**config.mk**
```make
export PLATFORM = sky130hd
export DESIGN_NAME = vga_scanout_reader_flat
export DESIGN_NICKNAME = d
export VERILOG_FILES = /design/src/rtl/vga_scanout_reader_if.sv /design/src/rtl/vga_scanout_reader.sv /design/src/flat_wrapper.sv
export SDC_FILE = /design/constraint.sdc
export NUM_CORES = 1
export LEC_CHECK = 0
export ABC_AREA = 1
export ABC_CLOCK_PERIOD_IN_PS = 1570
export CORE_ASPECT_RATIO = 1.4
export CORE_MARGIN = 1.5
export CORE_UTILIZATION = 50
export CTS_BUF_LIST = sky130_fd_sc_hd__clkbuf_4
export CTS_CLUSTER_DIAMETER = 60
export DETAILED_ROUTE_END_ITERATION = 8
export MAX_ROUTING_LAYER = met4
export PLACE_DENSITY = 0.78
export SLEW_MARGIN = 20
export SYNTH_ARGS = -nofsm -noshare
export SYNTH_HDL_FRONTEND = slang
export SYNTH_SLANG_ARGS = --single-unit
```
**constraint.sdc**
```tcl
create_clock -name Clock -period 1.57 [get_ports Clock]
set_clock_uncertainty 0.2 [all_clocks]
set_input_delay 0.3925 -clock Clock [delete_from_list [all_inputs] [get_ports Clock]]
set_output_delay 0.3925 -clock Clock [all_outputs]
set_load 0.05 [all_outputs]
```
**src/rtl/vga_scanout_reader_if.sv**
```systemverilog
// VideoMemory read port as seen by the scanout reader (master) and the memory (slave).
interface vga_scanout_reader_if #(
  parameter int ADDR_WIDTH = 24
);
  logic [ADDR_WIDTH-1:0] oReadAddress;
  logic [2:0]            iReadData;

  modport master (output oReadAddress, input  iReadData);
  modport slave  (input  oReadAddress, output iReadData);
endinterface

```
**src/rtl/vga_scanout_reader.sv**
```systemverilog
// 640x480@60 raster scanout of VideoMemory: 25 MHz pixel tick from Clock, linear read address, registered RGB/sync.
// Build option VGA_TEST_PATTERN_EN adds iTestPattern, replacing visible pixels with 64-px colour bars.
module vga_scanout_reader #(
  parameter int H_VISIBLE  = 640,
  parameter int H_FRONT    = 16,
  parameter int H_SYNC     = 96,
  parameter int H_BACK     = 48,
  parameter int V_VISIBLE  = 480,
  parameter int V_FRONT    = 10,
  parameter int V_SYNC     = 2,
  parameter int V_BACK     = 33,
  parameter int ADDR_WIDTH = 24
) (
  input  logic                 Clock,
  input  logic                 Reset,
  vga_scanout_reader_if.master mem,
`ifdef VGA_TEST_PATTERN_EN
  input  logic                 iTestPattern,
`endif
  output logic                 oVGA_HSYNC,
  output logic                 oVGA_VSYNC,
  output logic                 oVGA_RED,
  output logic                 oVGA_GREEN,
  output logic                 oVGA_BLUE,
  output logic                 oFrameStart
);
  localparam int H_TOTAL = H_VISIBLE + H_FRONT + H_SYNC + H_BACK;
  localparam int V_TOTAL = V_VISIBLE + V_FRONT + V_SYNC + V_BACK;
  localparam int HW      = $clog2(H_TOTAL);
  localparam int VW      = $clog2(V_TOTAL);

  localparam logic [HW-1:0] H_LAST   = HW'(H_TOTAL - 1);
  localparam logic [HW-1:0] H_VIS    = HW'(H_VISIBLE);
  localparam logic [HW-1:0] HS_START = HW'(H_VISIBLE + H_FRONT);
  localparam logic [HW-1:0] HS_END   = HW'(H_VISIBLE + H_FRONT + H_SYNC - 1);
  localparam logic [VW-1:0] V_LAST   = VW'(V_TOTAL - 1);
  localparam logic [VW-1:0] V_VIS    = VW'(V_VISIBLE);
  localparam logic [VW-1:0] VS_START = VW'(V_VISIBLE + V_FRONT);
  localparam logic [VW-1:0] VS_END   = VW'(V_VISIBLE + V_FRONT + V_SYNC - 1);

  logic                  rPixelEn;
  logic [HW-1:0]         rH;
  logic [VW-1:0]         rV;
  logic [ADDR_WIDTH-1:0] rReadAddress;

  logic       visible, hSyncN, vSyncN, lineEnd, frameEnd;
  logic [2:0] pixel;

  // Everything below describes the position being left on this tick; the
  // memory word for it was read one Clock after its address was issued.
  always_comb begin
    visible  = (rH < H_VIS) && (rV < V_VIS);
    hSyncN   = !((rH >= HS_START) && (rH <= HS_END));
    vSyncN   = !((rV >= VS_START) && (rV <= VS_END));
    lineEnd  = (rH == H_LAST);
    frameEnd = lineEnd && (rV == V_LAST);
    pixel    = 3'b000;
    if (visible) begin
`ifdef VGA_TEST_PATTERN_EN
      pixel = iTestPattern ? 3'(32'(rH) >> 6) : mem.iReadData;
`else
      pixel = mem.iReadData;
`endif
    end
  end

  always_ff @(posedge Clock or negedge Reset) begin
    if (!Reset) begin
      rPixelEn     <= 1'b0;
      rH           <= '0;
      rV           <= '0;
      rReadAddress <= '0;
      oVGA_HSYNC   <= 1'b1;
      oVGA_VSYNC   <= 1'b1;
      oVGA_RED     <= 1'b0;
      oVGA_GREEN   <= 1'b0;
      oVGA_BLUE    <= 1'b0;
      oFrameStart  <= 1'b0;
    end else begin
      rPixelEn    <= !rPixelEn;
      oFrameStart <= 1'b0;
      if (rPixelEn) begin
        oVGA_HSYNC  <= hSyncN;
        oVGA_VSYNC  <= vSyncN;
        oVGA_RED    <= pixel[2];
        oVGA_GREEN  <= pixel[1];
        oVGA_BLUE   <= pixel[0];
        oFrameStart <= frameEnd;

        if (lineEnd) begin
          rH <= '0;
          rV <= frameEnd ? '0 : rV + VW'(1);
        end else begin
          rH <= rH + HW'(1);
        end

        // Counting visible pixels keeps the address equal to rV*H_VISIBLE+rH without a multiplier.
        if (frameEnd)
          rReadAddress <= '0;
        else if (visible)
          rReadAddress <= rReadAddress + ADDR_WIDTH'(1);
      end
    end
  end

  assign mem.oReadAddress = rReadAddress;

endmodule

```
**src/flat_wrapper.sv**
```systemverilog
// flat-port wrapper written by rule: the top's interface ports become plain ports
module vga_scanout_reader_flat 
#(
  parameter int H_VISIBLE  = 640,
  parameter int H_FRONT    = 16,
  parameter int H_SYNC     = 96,
  parameter int H_BACK     = 48,
  parameter int V_VISIBLE  = 480,
  parameter int V_FRONT    = 10,
  parameter int V_SYNC     = 2,
  parameter int V_BACK     = 33,
  parameter int ADDR_WIDTH = 24
)
  (Clock, Reset, oVGA_HSYNC, oVGA_VSYNC, oVGA_RED, oVGA_GREEN, oVGA_BLUE, oFrameStart, mem_oReadAddress, mem_iReadData);
  vga_scanout_reader_if #(.ADDR_WIDTH(ADDR_WIDTH)) mem_i ();
  input  logic Clock;
  input  logic Reset;
  output logic oVGA_HSYNC;
  output logic oVGA_VSYNC;
  output logic oVGA_RED;
  output logic oVGA_GREEN;
  output logic oVGA_BLUE;
  output logic oFrameStart;
  output wire logic [$bits(mem_i.oReadAddress)-1:0] mem_oReadAddress;
  input wire logic [$bits(mem_i.iReadData)-1:0] mem_iReadData;
  assign mem_oReadAddress = mem_i.oReadAddress;
  assign mem_i.iReadData = mem_iReadData;
  vga_scanout_reader #(.H_VISIBLE(H_VISIBLE), .H_FRONT(H_FRONT), .H_SYNC(H_SYNC), .H_BACK(H_BACK), .V_VISIBLE(V_VISIBLE), .V_FRONT(V_FRONT), .V_SYNC(V_SYNC), .V_BACK(V_BACK), .ADDR_WIDTH(ADDR_WIDTH)) u_core (.Clock(Clock), .Reset(Reset), .mem(mem_i), .oVGA_HSYNC(oVGA_HSYNC), .oVGA_VSYNC(oVGA_VSYNC), .oVGA_RED(oVGA_RED), .oVGA_GREEN(oVGA_GREEN), .oVGA_BLUE(oVGA_BLUE), .oFrameStart(oFrameStart));
endmodule
```
==> results.txt <==
CTS tree: done
Core Area: 0.00621 sq mm
Num CTS Buffers: 5
Syn_nets: 452
Reg clk slew, reported paths: 0.15 ns
DRC viols: 0
Fmax: 513 MHz
Die area: 0.00691 sq mm
Layout cells sized above 1: 43.2%
Crit. End Element: flip-flop
Min cycle time layout: 1.95 ns
Worst VDD drop: 475 uV
Average cell area after synthesis: 7.27 sq um
Cell variety after synth: 36
WL/cell: 18.6 um
Initial antenna violation count: 0
Post-layout nets: 610
DP HPWL: 6.31 mm
Setup WS post-layout: -0.380 ns
Critical path arrival: 2.04 ns
Failing checks: setup timing
P_leak: 2.49 nW
Boundary pin count: 35
Max-slew headroom: 70.7%
Post-DRT Antenna Nets: 0
# clock sinks: 51
Largest net degree at the start of global routing: 28
Sequential area share after synthesis: 39.9%
Die Ht: 97.8 um
DRT Pass-1 Iters: 8
Critical path class: flip-flop to flip-flop
Worst min-delay path class: primary input to async pin
Post-synthesis cell area: 0.00321 sq mm
Power density over the cells: 393 mW/mm^2
Clk buf depth: 2
Critical Path Start Type: flip-flop
Commonest non-fill, non-tap cells in the layout: nand2_1, buf_4, nor2_1, nand3_1
Starting Density: 51.7%
Clock Latency Late Sink: 0.39 ns
H-tree Lvls: 2
Final period utilization: 124%
Port bufs: 34
Reg2reg start: u_core.rH[1]
Initial DRC Count: 371
Worst slew pin tran: 0.439 ns
RSZ-0062 raised after global routing: true
Yosys reg bits: 51
Detailed Route WL: 12.5 mm
Cell Rows: 34
GPL Wtd Cong: 0.886
Vias per cell: 5.89
Clock root cell: clkbuf_4
Max-cap violations: 0
Fillers: 296
Core Util, Final: 85.4%
Vias in the first global route: 3634
Synth Warn #: 0
Die width: 70.7 um
Crit path required time: 1.66 ns
Fin. max-slew vios: 0
Number of diodes: 0
Via count: 3955
Overflow after GRT: 0
Status: complete, but fails checks
CP startpoint: u_core.rH[1]
Synthesis-to-finish area growth: 65.4%
Gr usage total: 29.6%
First-pass GRT wire length: 16.2 mm
Final Hold Fails: 0
# setup viols final: 76
Total design power: 2.08 mW
Most common cell after layout, fill and taps aside: nand2_1
Post-Synthesis Cells: 441
Maximum fanout along the worst path: 7
[metal layers]
layer  global-route usage, %  up-vias  routed length [um]
met5                       -        -                   0
met4                    13.1        0                 880
met3                    3.30       96                 775
met2                    52.0      255                6460
met1                    33.5     1864                4390
li1                        -     1740                   -
[per-stage QoR]
stage | hold slack [ns] | instance area (sq um) | instances | setup TNS (ns) | setup WS, ns
after CTS | 0.274 | 4980 | 656 | -6.63 | -0.183
final | 0.262 | 5310 | 672 | -14.60 | -0.380
after global routing | 0.314 | 5310 | 672 | -17.47 | -0.459
after global placement | 0.141 | 4510 | 609 | -5.01 | -0.204
after detailed placement | 0.140 | 4510 | 609 | -6.02 | -0.221
after floorplan | -0.103 | 3280 | 441 | -2.76 | -0.147
[registers in the layout (all words and copies together), names as in the netlist]
signal	cells
u_core.rPixelEn	1
u_core.rV	10
u_core.oVGA_VSYNC	1
u_core.oVGA_HSYNC	1
u_core.mem.oReadAddress	24
u_core.oVGA_RED	1
u_core.oFrameStart	1
u_core.oVGA_GREEN	1
u_core.rH	10
u_core.oVGA_BLUE	1
[synthesized netlist by cell type]
| cell | number | area, sq um |
|---|---|---|
| nor3_1 | 5 | 25.0 |
| nand2_2 | 1 | 6.26 |
| xnor2_1 | 2 | 17.5 |
| a21oi_1 | 3 | 15.0 |
| o21bai_1 | 6 | 45.0 |
| nand3b_1 | 2 | 15.0 |
| buf_6 | 3 | 33.8 |
| ha_1 | 6 | 75.1 |
| nor2_4 | 2 | 22.5 |
| dfstp_2 | 2 | 52.6 |
| dfrtp_1 | 49 | 1230 |
| nor4_1 | 1 | 6.26 |
| xor2_1 | 11 | 96.3 |
| nand2_4 | 1 | 11.3 |
| a31oi_1 | 2 | 12.5 |
| nor2_8 | 1 | 20.0 |
| inv_2 | 4 | 15.0 |
| o21ai_1 | 2 | 10.0 |
| a21boi_0 | 1 | 7.51 |
| o21ai_2 | 1 | 8.76 |
| nand3_1 | 56 | 280 |
| nor2_1 | 57 | 214 |
| nand2_1 | 140 | 526 |
| nand4_1 | 12 | 75.1 |
| buf_2 | 2 | 10.0 |
| inv_1 | 39 | 146 |
| and2_1 | 1 | 6.26 |
| buf_4 | 2 | 15.0 |
| nor3_2 | 1 | 10.0 |
| clkbuf_1 | 1 | 3.75 |
| nor2_2 | 2 | 12.5 |
| or2_2 | 2 | 12.5 |
| nand3_4 | 1 | 17.5 |
| nand3_2 | 10 | 100 |
| o21ai_0 | 9 | 45.0 |
| nand4_2 | 1 | 12.5 |
[path summary, 6_finish.rpt]
kind / cells past startpoint / end / slack (ns)
max reg2reg: 9 / u_core.rV[1] / -0.38
min: 2 / u_core.rH[2] / 0.26
max in group asynchronous: 3 / u_core.oVGA_VSYNC / 0.38
max: 9 / u_core.rV[1] / -0.38
min reg2reg: 2 / u_core.oVGA_VSYNC / 0.34
min in group Clock: 2 / u_core.oVGA_VSYNC / 0.34
[power breakdown]
part	switching (mW)	internal, mW	total [mW]
clock	0.461	0.211	0.671
combinational	0.0514	0.0367	0.0881
sequential	0.00497	1.32	1.32
total	0.517	1.57	2.08
[kinds of logic after synthesis]
| kind of cell | count (synthesis) | share of synthesized area [%] |
|---|---|---|
| buffers and inverters | 51 | 6.98 |
| and+or+nand+nor | 296 | 42.8 |
| xor gates and xnor gates | 13 | 3.55 |
| AOI/OAI and AO/OA | 24 | 4.48 |
| adders and majority gates | 6 | 2.34 |
| DFF | 51 | 39.9 |
[final cells by class]
class | instances | area, sq um | area share [%]
multi-input cells | 341 | 1940 | 36.6
repair buffers | 157 | 1740 | 32.8
flip-flops and latches | 51 | 1310 | 24.7
inverters | 43 | 161 | 3.04
well taps | 72 | 90.1 | 1.70
clock buffers | 7 | 52.6 | 0.991
clock inverters | 1 | 5.00 | 0.0943
[critical path, stage by stage (launching register included)]
cell	delay (ns)
dfrtp_1	0.42
ha_2	0.21
nand2_2	0.08
nor2_4	0.15
nand3_4	0.14
nor2_8	0.24
buf_8	0.17
o21ai_2	0.07
o21ai_1	0.09
inv_1	0.07
[timing repair]
action	4_1_cts	5_1_grt
hold buffers	1	0
endpoints found under the setup margin	65	77
gates resized for setup	31	42
pin swaps	3	22
cloned	0	3
hold endpoints to repair	11	0
setup buffers	40	14
Power figures use the tool's default switching activity.
